## src/rtl/uart_tx_sequencer.sv

```systemverilog
// Latches a NUM_BYTES message on start and feeds it byte by byte to uart_transmitter
// over the Tx_EN/Tx_WR/Tx_DATA/Tx_BUSY handshake, reporting done and ack timeout.
module uart_tx_sequencer #(
    parameter int NUM_BYTES   = 4,
    parameter int GAP_CYCLES  = 16,
    parameter int ACK_TIMEOUT = 64
) (
    input  logic                   clk,
    input  logic                   reset,
    input  logic                   start,
    input  logic [8*NUM_BYTES-1:0] message,
    input  logic                   Tx_BUSY,
    output logic                   Tx_EN,
    output logic                   Tx_WR,
    output logic [7:0]             Tx_DATA,
    output logic                   busy,
    output logic                   done,
    output logic                   error
);

    localparam int IDX_W = (NUM_BYTES > 1) ? $clog2(NUM_BYTES) : 1;
    localparam int ACK_W = $clog2(ACK_TIMEOUT + 1);
    localparam int GAP_W = (GAP_CYCLES > 0) ? $clog2(GAP_CYCLES + 1) : 1;

    localparam logic [IDX_W-1:0] LAST_IDX = IDX_W'(NUM_BYTES - 1);
    localparam logic [ACK_W-1:0] ACK_MAX  = ACK_W'(ACK_TIMEOUT);
    localparam logic [GAP_W-1:0] GAP_MAX  = GAP_W'(GAP_CYCLES);

    typedef enum logic [2:0] {
        S_IDLE,
        S_LOAD,
        S_WRITE,
        S_WAIT_ACK,
        S_WAIT_DONE,
        S_GAP
    } state_t;

    state_t                 state_q, state_d;
    logic [8*NUM_BYTES-1:0] msg_q,   msg_d;
    logic [IDX_W-1:0]       idx_q,   idx_d;
    logic [ACK_W-1:0]       ack_q,   ack_d;
    logic [GAP_W-1:0]       gap_q,   gap_d;
    logic                   en_q,    en_d;
    logic                   wr_q,    wr_d;
    logic [7:0]             data_q,  data_d;
    logic                   busy_q,  busy_d;
    logic                   done_q,  done_d;
    logic                   err_q,   err_d;

    logic                   advance;
    logic [ACK_W-1:0]       ack_next;
    logic [GAP_W-1:0]       gap_next;

    function automatic logic [7:0] byte_sel(input logic [8*NUM_BYTES-1:0] m,
                                            input logic [IDX_W-1:0]       i);
        logic [8*NUM_BYTES-1:0] sh;
        sh = m >> {i, 3'b000};
        return sh[7:0];
    endfunction

    function automatic logic [ACK_W-1:0] ack_sat_inc(input logic [ACK_W-1:0] v);
        return (v == ACK_MAX) ? v : v + 1'b1;
    endfunction

    function automatic logic [GAP_W-1:0] gap_sat_inc(input logic [GAP_W-1:0] v);
        return (v == GAP_MAX) ? v : v + 1'b1;
    endfunction

    always_comb begin
        state_d  = state_q;
        msg_d    = msg_q;
        idx_d    = idx_q;
        ack_d    = ack_q;
        gap_d    = gap_q;
        en_d     = en_q;
        wr_d     = 1'b0;
        data_d   = data_q;
        busy_d   = busy_q;
        done_d   = 1'b0;
        err_d    = err_q;
        advance  = 1'b0;
        ack_next = ack_sat_inc(ack_q);
        gap_next = gap_sat_inc(gap_q);

        case (state_q)
            S_IDLE: begin
                if (start) begin
                    msg_d   = message;
                    idx_d   = '0;
                    err_d   = 1'b0;
                    en_d    = 1'b1;
                    busy_d  = 1'b1;
                    data_d  = message[7:0];
                    state_d = S_LOAD;
                end
            end
            S_LOAD: begin
                wr_d    = 1'b1;
                data_d  = byte_sel(msg_q, idx_q);
                state_d = S_WRITE;
            end
            S_WRITE: begin
                ack_d   = '0;
                state_d = S_WAIT_ACK;
            end
            S_WAIT_ACK: begin
                if (Tx_BUSY) begin
                    state_d = S_WAIT_DONE;
                end else begin
                    ack_d = ack_next;
                    if (ack_next == ACK_MAX) begin
                        err_d   = 1'b1;
                        en_d    = 1'b0;
                        busy_d  = 1'b0;
                        data_d  = 8'h00;
                        state_d = S_IDLE;
                    end
                end
            end
            S_WAIT_DONE: begin
                // Frame length depends on the transmitter baud rate, so no timeout here.
                if (!Tx_BUSY) begin
                    if (GAP_CYCLES == 0) begin
                        advance = 1'b1;
                    end else begin
                        gap_d   = '0;
                        state_d = S_GAP;
                    end
                end
            end
            S_GAP: begin
                gap_d = gap_next;
                if (gap_next == GAP_MAX) begin
                    advance = 1'b1;
                end
            end
            default: begin
                state_d = S_IDLE;
            end
        endcase

        if (advance) begin
            if (idx_q == LAST_IDX) begin
                done_d  = 1'b1;
                en_d    = 1'b0;
                busy_d  = 1'b0;
                data_d  = 8'h00;
                state_d = S_IDLE;
            end else begin
                // Later bytes skip LOAD: the transmitter is already enabled.
                idx_d   = idx_q + 1'b1;
                wr_d    = 1'b1;
                data_d  = byte_sel(msg_q, idx_q + 1'b1);
                state_d = S_WRITE;
            end
        end
    end

    always_ff @(posedge clk) begin
        if (reset) begin
            state_q <= S_IDLE;
            msg_q   <= '0;
            idx_q   <= '0;
            ack_q   <= '0;
            gap_q   <= '0;
            en_q    <= 1'b0;
            wr_q    <= 1'b0;
            data_q  <= 8'h00;
            busy_q  <= 1'b0;
            done_q  <= 1'b0;
            err_q   <= 1'b0;
        end else begin
            state_q <= state_d;
            msg_q   <= msg_d;
            idx_q   <= idx_d;
            ack_q   <= ack_d;
            gap_q   <= gap_d;
            en_q    <= en_d;
            wr_q    <= wr_d;
            data_q  <= data_d;
            busy_q  <= busy_d;
            done_q  <= done_d;
            err_q   <= err_d;
        end
    end

    assign Tx_EN   = en_q;
    assign Tx_WR   = wr_q;
    assign Tx_DATA = data_q;
    assign busy    = busy_q;
    assign done    = done_q;
    assign error   = err_q;

endmodule

```

## config.mk

```make
export PLATFORM = sky130hd
export DESIGN_NAME = uart_tx_sequencer
export DESIGN_NICKNAME = d
export VERILOG_FILES = /design/src/rtl/uart_tx_sequencer.sv
export SDC_FILE = /design/constraint.sdc
export NUM_CORES = 1
export LEC_CHECK = 0
export BUFFER_PORTS_ARGS = -buffer_cell sky130_fd_sc_hd__buf_2
export CAP_MARGIN = 5
export CORE_UTILIZATION = 35
export CTS_CLUSTER_SIZE = 12
export DETAILED_ROUTE_END_ITERATION = 7
export GPL_TIMING_DRIVEN = 0
export MAX_ROUTING_LAYER = met4
export PLACE_DENSITY = 0.59
export SYNTH_ARGS = -nofsm -noshare
export SYNTH_HDL_FRONTEND = slang
export SYNTH_SLANG_ARGS = --single-unit
```

## constraint.sdc

```tcl
create_clock -name clk -period 3.5 [get_ports clk]
set_clock_uncertainty 0.15 [all_clocks]
set_input_delay 0.525 -clock clk [delete_from_list [all_inputs] [get_ports clk]]
set_output_delay 0.525 -clock clk [all_outputs]
set_load 0.05 [all_outputs]
```

==> results.txt <==
* Crit path largest cell delay: 0.45 ns
* Count of pins on the block boundary: between 40 and 50
- Post-Syn Instances: 400
- During placement, the flow inserted port buffers numbering 47.
- Initial core utilization: 0.3654
- Across every metal layer, demand over resource in global routing totals 0.1921.
- Gates resized during post-CTS repair numbered 0.
- At the later pin of the worst-skew pair, clock insertion delay measures 0.35 ns.
- Depth of the CTS H-tree: 3
- Setup fix buffers added after clock tree synthesis: 0
- Detailed placement ended at an HPWL of between 6000 and 7000 um.
* Startpoint types: flip-flop
* Yosys reg bits: just over 60
- Crit path max fanout: 10
- Leak: between 0.0015 and 0.002 uW
- Placer congestion estimate: ~0.9
* Y dimension of the die: approximately 100 um
- Pin count of the biggest net entering global routing: 12
* Clock-pin slew on the worst setup and hold paths: around 0.070 ns
- Post-synth top flop: sky130_fd_sc_hd__dfxtp_1
- In this run the clock root is driven by a sky130_fd_sc_hd__clkbuf_8.
* CP Data Arrival Time: 2.66 ns
- Result of the run: finished, final reports clean
- The routed design has 8867 um of wire.
- Total congestion overflow after global routing: 0
- When the netlist entered floorplanning its net count stood at between 400 and 500.
- Required time reported for the critical path endpoint: roughly 3.6 ns
- Worst slew margin relative to its limit: 0.5538
- Total die area: 10,180 sq um
- Yosys mapped a number of flops with a built-in enable equal to 0.
- Initial antenna violation count: 0
* Number of max-slew violations in the final report: 0
* Critical path, cell by cell: inv_1 > ha_1 > nand3b_4 > and3b_1 > or4_4 > buf_6 > nor3_4 > mux2_1 > nor2_1
* Number of hold violations in the final report: 0
- STA classifies the critical path endpoint as a flip-flop.
- For this run, design rule violations remaining after detail routing come to 0.
- Width of the die: 100.9 um
- Measured slew at the worst slew-check pin: 0.6692 ns
* Worst-case vdd ir drop: between 0.0002 and 0.00025 V
- First-pass iteration count of the detailed router: 4
* Area overhead of the layout relative to synthesis: 17.83%
- The layout has 973 filler cells.
* TritonCTS buffer count: 9
* CP max-delay cell: sky130_fd_sc_hd__or4_4
- For this design the ratio of total power to cell area is about 440 nW/um^2.
* Final period util: 0.7213
- Final-report setup violation count: 0
- R2r setup slk: about 1 ns
* Post-layout net count: roughly 500
- Period minus WS final: 2.524 ns
- In this run the standard cell core region covers between 9000 and 10,000 sq um.
- Power Total: approximately 1800 uW
- Synthesized area per cell: approximately 8.6 sq um
- Antenna violation net count after detailed routing: 0
* Placement row count: 35
- Max-cap violations in this run came to 0.
* Share of synthesized area occupied by flip-flops and latches: 0.3624
* Commonest cells after routing, fill and taps aside: 87 x sky130_fd_sc_hd__nand2_1, 62 x sky130_fd_sc_hd__dfxtp_1, 51 x sky130_fd_sc_hd__buf_2
* Worst min path class: input pin to flip-flop
- Async S/R FF share, synth: 0
* Commonest non-fill, non-tap cell in the layout: sky130_fd_sc_hd__nand2_1
- Across all layers, the routed design uses 3,081 vias.
- Count of synthesis-stage warnings from yosys: 0
* Maximum count of clock buffers along a single path: 2
- Yosys mapped the design onto 60 distinct sky130hd cell types.
* RSZ-0062 raised after global routing: false
* Number of global-route vias before repair: 2,912
* Total inserted antenna cells: 0
- The worst setup path is of the flip-flop to flip-flop kind.
- Clock tree synthesis found a total of between 60 and 70 sinks.
* First-pass GRT wire length: about 14,000 um
* Aggregate negative setup slack: 0 ns
- After clock tree synthesis, the flow added hold-fix buffers numbering 0.
* Top achievable clock speed: slightly below 0.4 GHz
- After the first detailed-routing iteration, the DRC count stood at about 120.
- Using the TritonRoute via totals, the vias-per-cell ratio works out to 5.204.
- TritonCTS built the clock tree.
- In this run the cell area of the synthesized design comes to ~3400 sq um.
- Fraction of final layout cells with drive strength greater than 1: 0.2138
* Post-DR wirelength/cell: about 15 um
==> synth_stat cells (2+ instances only) <==
cell | n | share of area
sky130_fd_sc_hd__nand2_1 | 87 | 0.095
sky130_fd_sc_hd__dfxtp_1 | 62 | 0.36
sky130_fd_sc_hd__a21oi_1 | 43 | 0.063
sky130_fd_sc_hd__nor2_1 | 20 | 0.022
sky130_fd_sc_hd__clkbuf_1 | 18 | 0.020
sky130_fd_sc_hd__o21ai_0 | 17 | 0.025
sky130_fd_sc_hd__mux4_2 | 16 | 0.11
sky130_fd_sc_hd__nor2b_1 | 11 | 0.020
sky130_fd_sc_hd__a22oi_1 | 10 | 0.022
sky130_fd_sc_hd__o211ai_1 | 9 | 0.020
sky130_fd_sc_hd__mux2i_1 | 8 | 0.023
sky130_fd_sc_hd__and3_1 | 6 | 0.011
sky130_fd_sc_hd__inv_1 | 6 | 0.0066
sky130_fd_sc_hd__ha_1 | 5 | 0.018
sky130_fd_sc_hd__nand3_1 | 5 | 0.0073
sky130_fd_sc_hd__nor3_1 | 5 | 0.0073
sky130_fd_sc_hd__a31oi_1 | 4 | 0.0073
sky130_fd_sc_hd__buf_2 | 4 | 0.0058
sky130_fd_sc_hd__nand2b_1 | 4 | 0.0073
sky130_fd_sc_hd__nand3b_1 | 4 | 0.0088
sky130_fd_sc_hd__a21o_1 | 3 | 0.0066
sky130_fd_sc_hd__buf_1 | 3 | 0.0033
sky130_fd_sc_hd__or3_1 | 3 | 0.0055
sky130_fd_sc_hd__a2111oi_0 | 2 | 0.0051
sky130_fd_sc_hd__a221oi_1 | 2 | 0.0051
sky130_fd_sc_hd__buf_4 | 2 | 0.0044
sky130_fd_sc_hd__buf_6 | 2 | 0.0066
sky130_fd_sc_hd__nand4_1 | 2 | 0.0037
sky130_fd_sc_hd__nor4b_2 | 2 | 0.0088
sky130_fd_sc_hd__o21ai_1 | 2 | 0.0029
sky130_fd_sc_hd__o311a_1 | 2 | 0.0058
sky130_fd_sc_hd__or4_1 | 2 | 0.0044
sky130_fd_sc_hd__xnor2_1 | 2 | 0.0051
==> flip-flops by register name (all words and copies together) (netlist names) <==
register and flops:
Tx_DATA 8, Tx_EN 1, Tx_WR 1, ack_q 7, busy 1, done 1, error 1, gap_q 5
idx_q 2, msg_q 32, state_q 3
==> area by class of cell <==
class / instances / area, sq um / share of cell area
timing repair buffer: 47 / 235.2 / 0.05829
buffer: 29 / 136.4 / 0.03380
clock inverter: 6 / 86.33 / 0.02140
inverter: 8 / 30.03 / 0.007442
multi-input combinational: 301 / 2017 / 0.4998
sequential: 62 / 1241 / 0.3076
tap: 129 / 161.4 / 0.04000
clock buffer: 10 / 127.6 / 0.03163
==> metrics by stage <==
stage	instances	util	area, sq um	hold WS, ns	setup WS [ns]
5_1_grt	592	0.4306	4035	0.2427	0.8839
3_5_place_dp	576	0.4077	3821	0.2984	1.011
6_report	592	0.4306	4035	0.2534	0.9756
2_1_floorplan	400	-	3425	0.2930	1.249
3_3_place_gp	576	0.4077	3821	0.2961	1.100
4_1_cts	592	0.4306	4035	0.2439	0.9881
==> worst paths after layout <==
| check | to | cells after the start | from |
|---|---|---|---|
| worst max-delay path | idx_q[0]$_SDFF_PP0_ | 9 | gap_q[0]$_SDFFE_PP0P_ |
| worst min-delay path | msg_q[28]$_SDFFE_PP0P_ | 3 | message[28] |
| worst max register to register | idx_q[0]$_SDFF_PP0_ | 9 | gap_q[0]$_SDFFE_PP0P_ |
| worst min register to register | Tx_DATA[6]$_SDFFE_PP0P_ | 2 | Tx_DATA[6]$_SDFFE_PP0P_ |
==> critical path, delay by kind of cell (launching register included) <==
family | cells | cell delay, ns
buf+inv | 2 | 0.30
flops | 1 | 0.37
simple gates | 5 | 1.07
fa+ha+maj | 1 | 0.23
mux | 1 | 0.35
==> routing by layer <==
layer | wire length (um) | track usage | vias up
li1 | - | - | 1554
met1 | 4088 | 0.2403 | 1427
met2 | 4073 | 0.2966 | 90
met3 | 561 | 0.05340 | 10
met4 | 144 | 0.06912 | 0
met5 | 0 | - | -
==> logic make-up after synthesis <==
| logic type | share of synthesized area |
|---|---|
| buf+inv | 0.04859 |
| compound gates | 0.1922 |
| xor+xnor | 0.005116 |
| fa+ha+maj | 0.01827 |
| simple gates | 0.2415 |
| flops | 0.3624 |
| mux | 0.1319 |
==> where the power goes <==
group	internal (uW)	switching (uW)	total [uW]
clock	400	301	701
combinational	104	181	285
sequential	750	31.5	781
(Power assumes the default switching activity.)
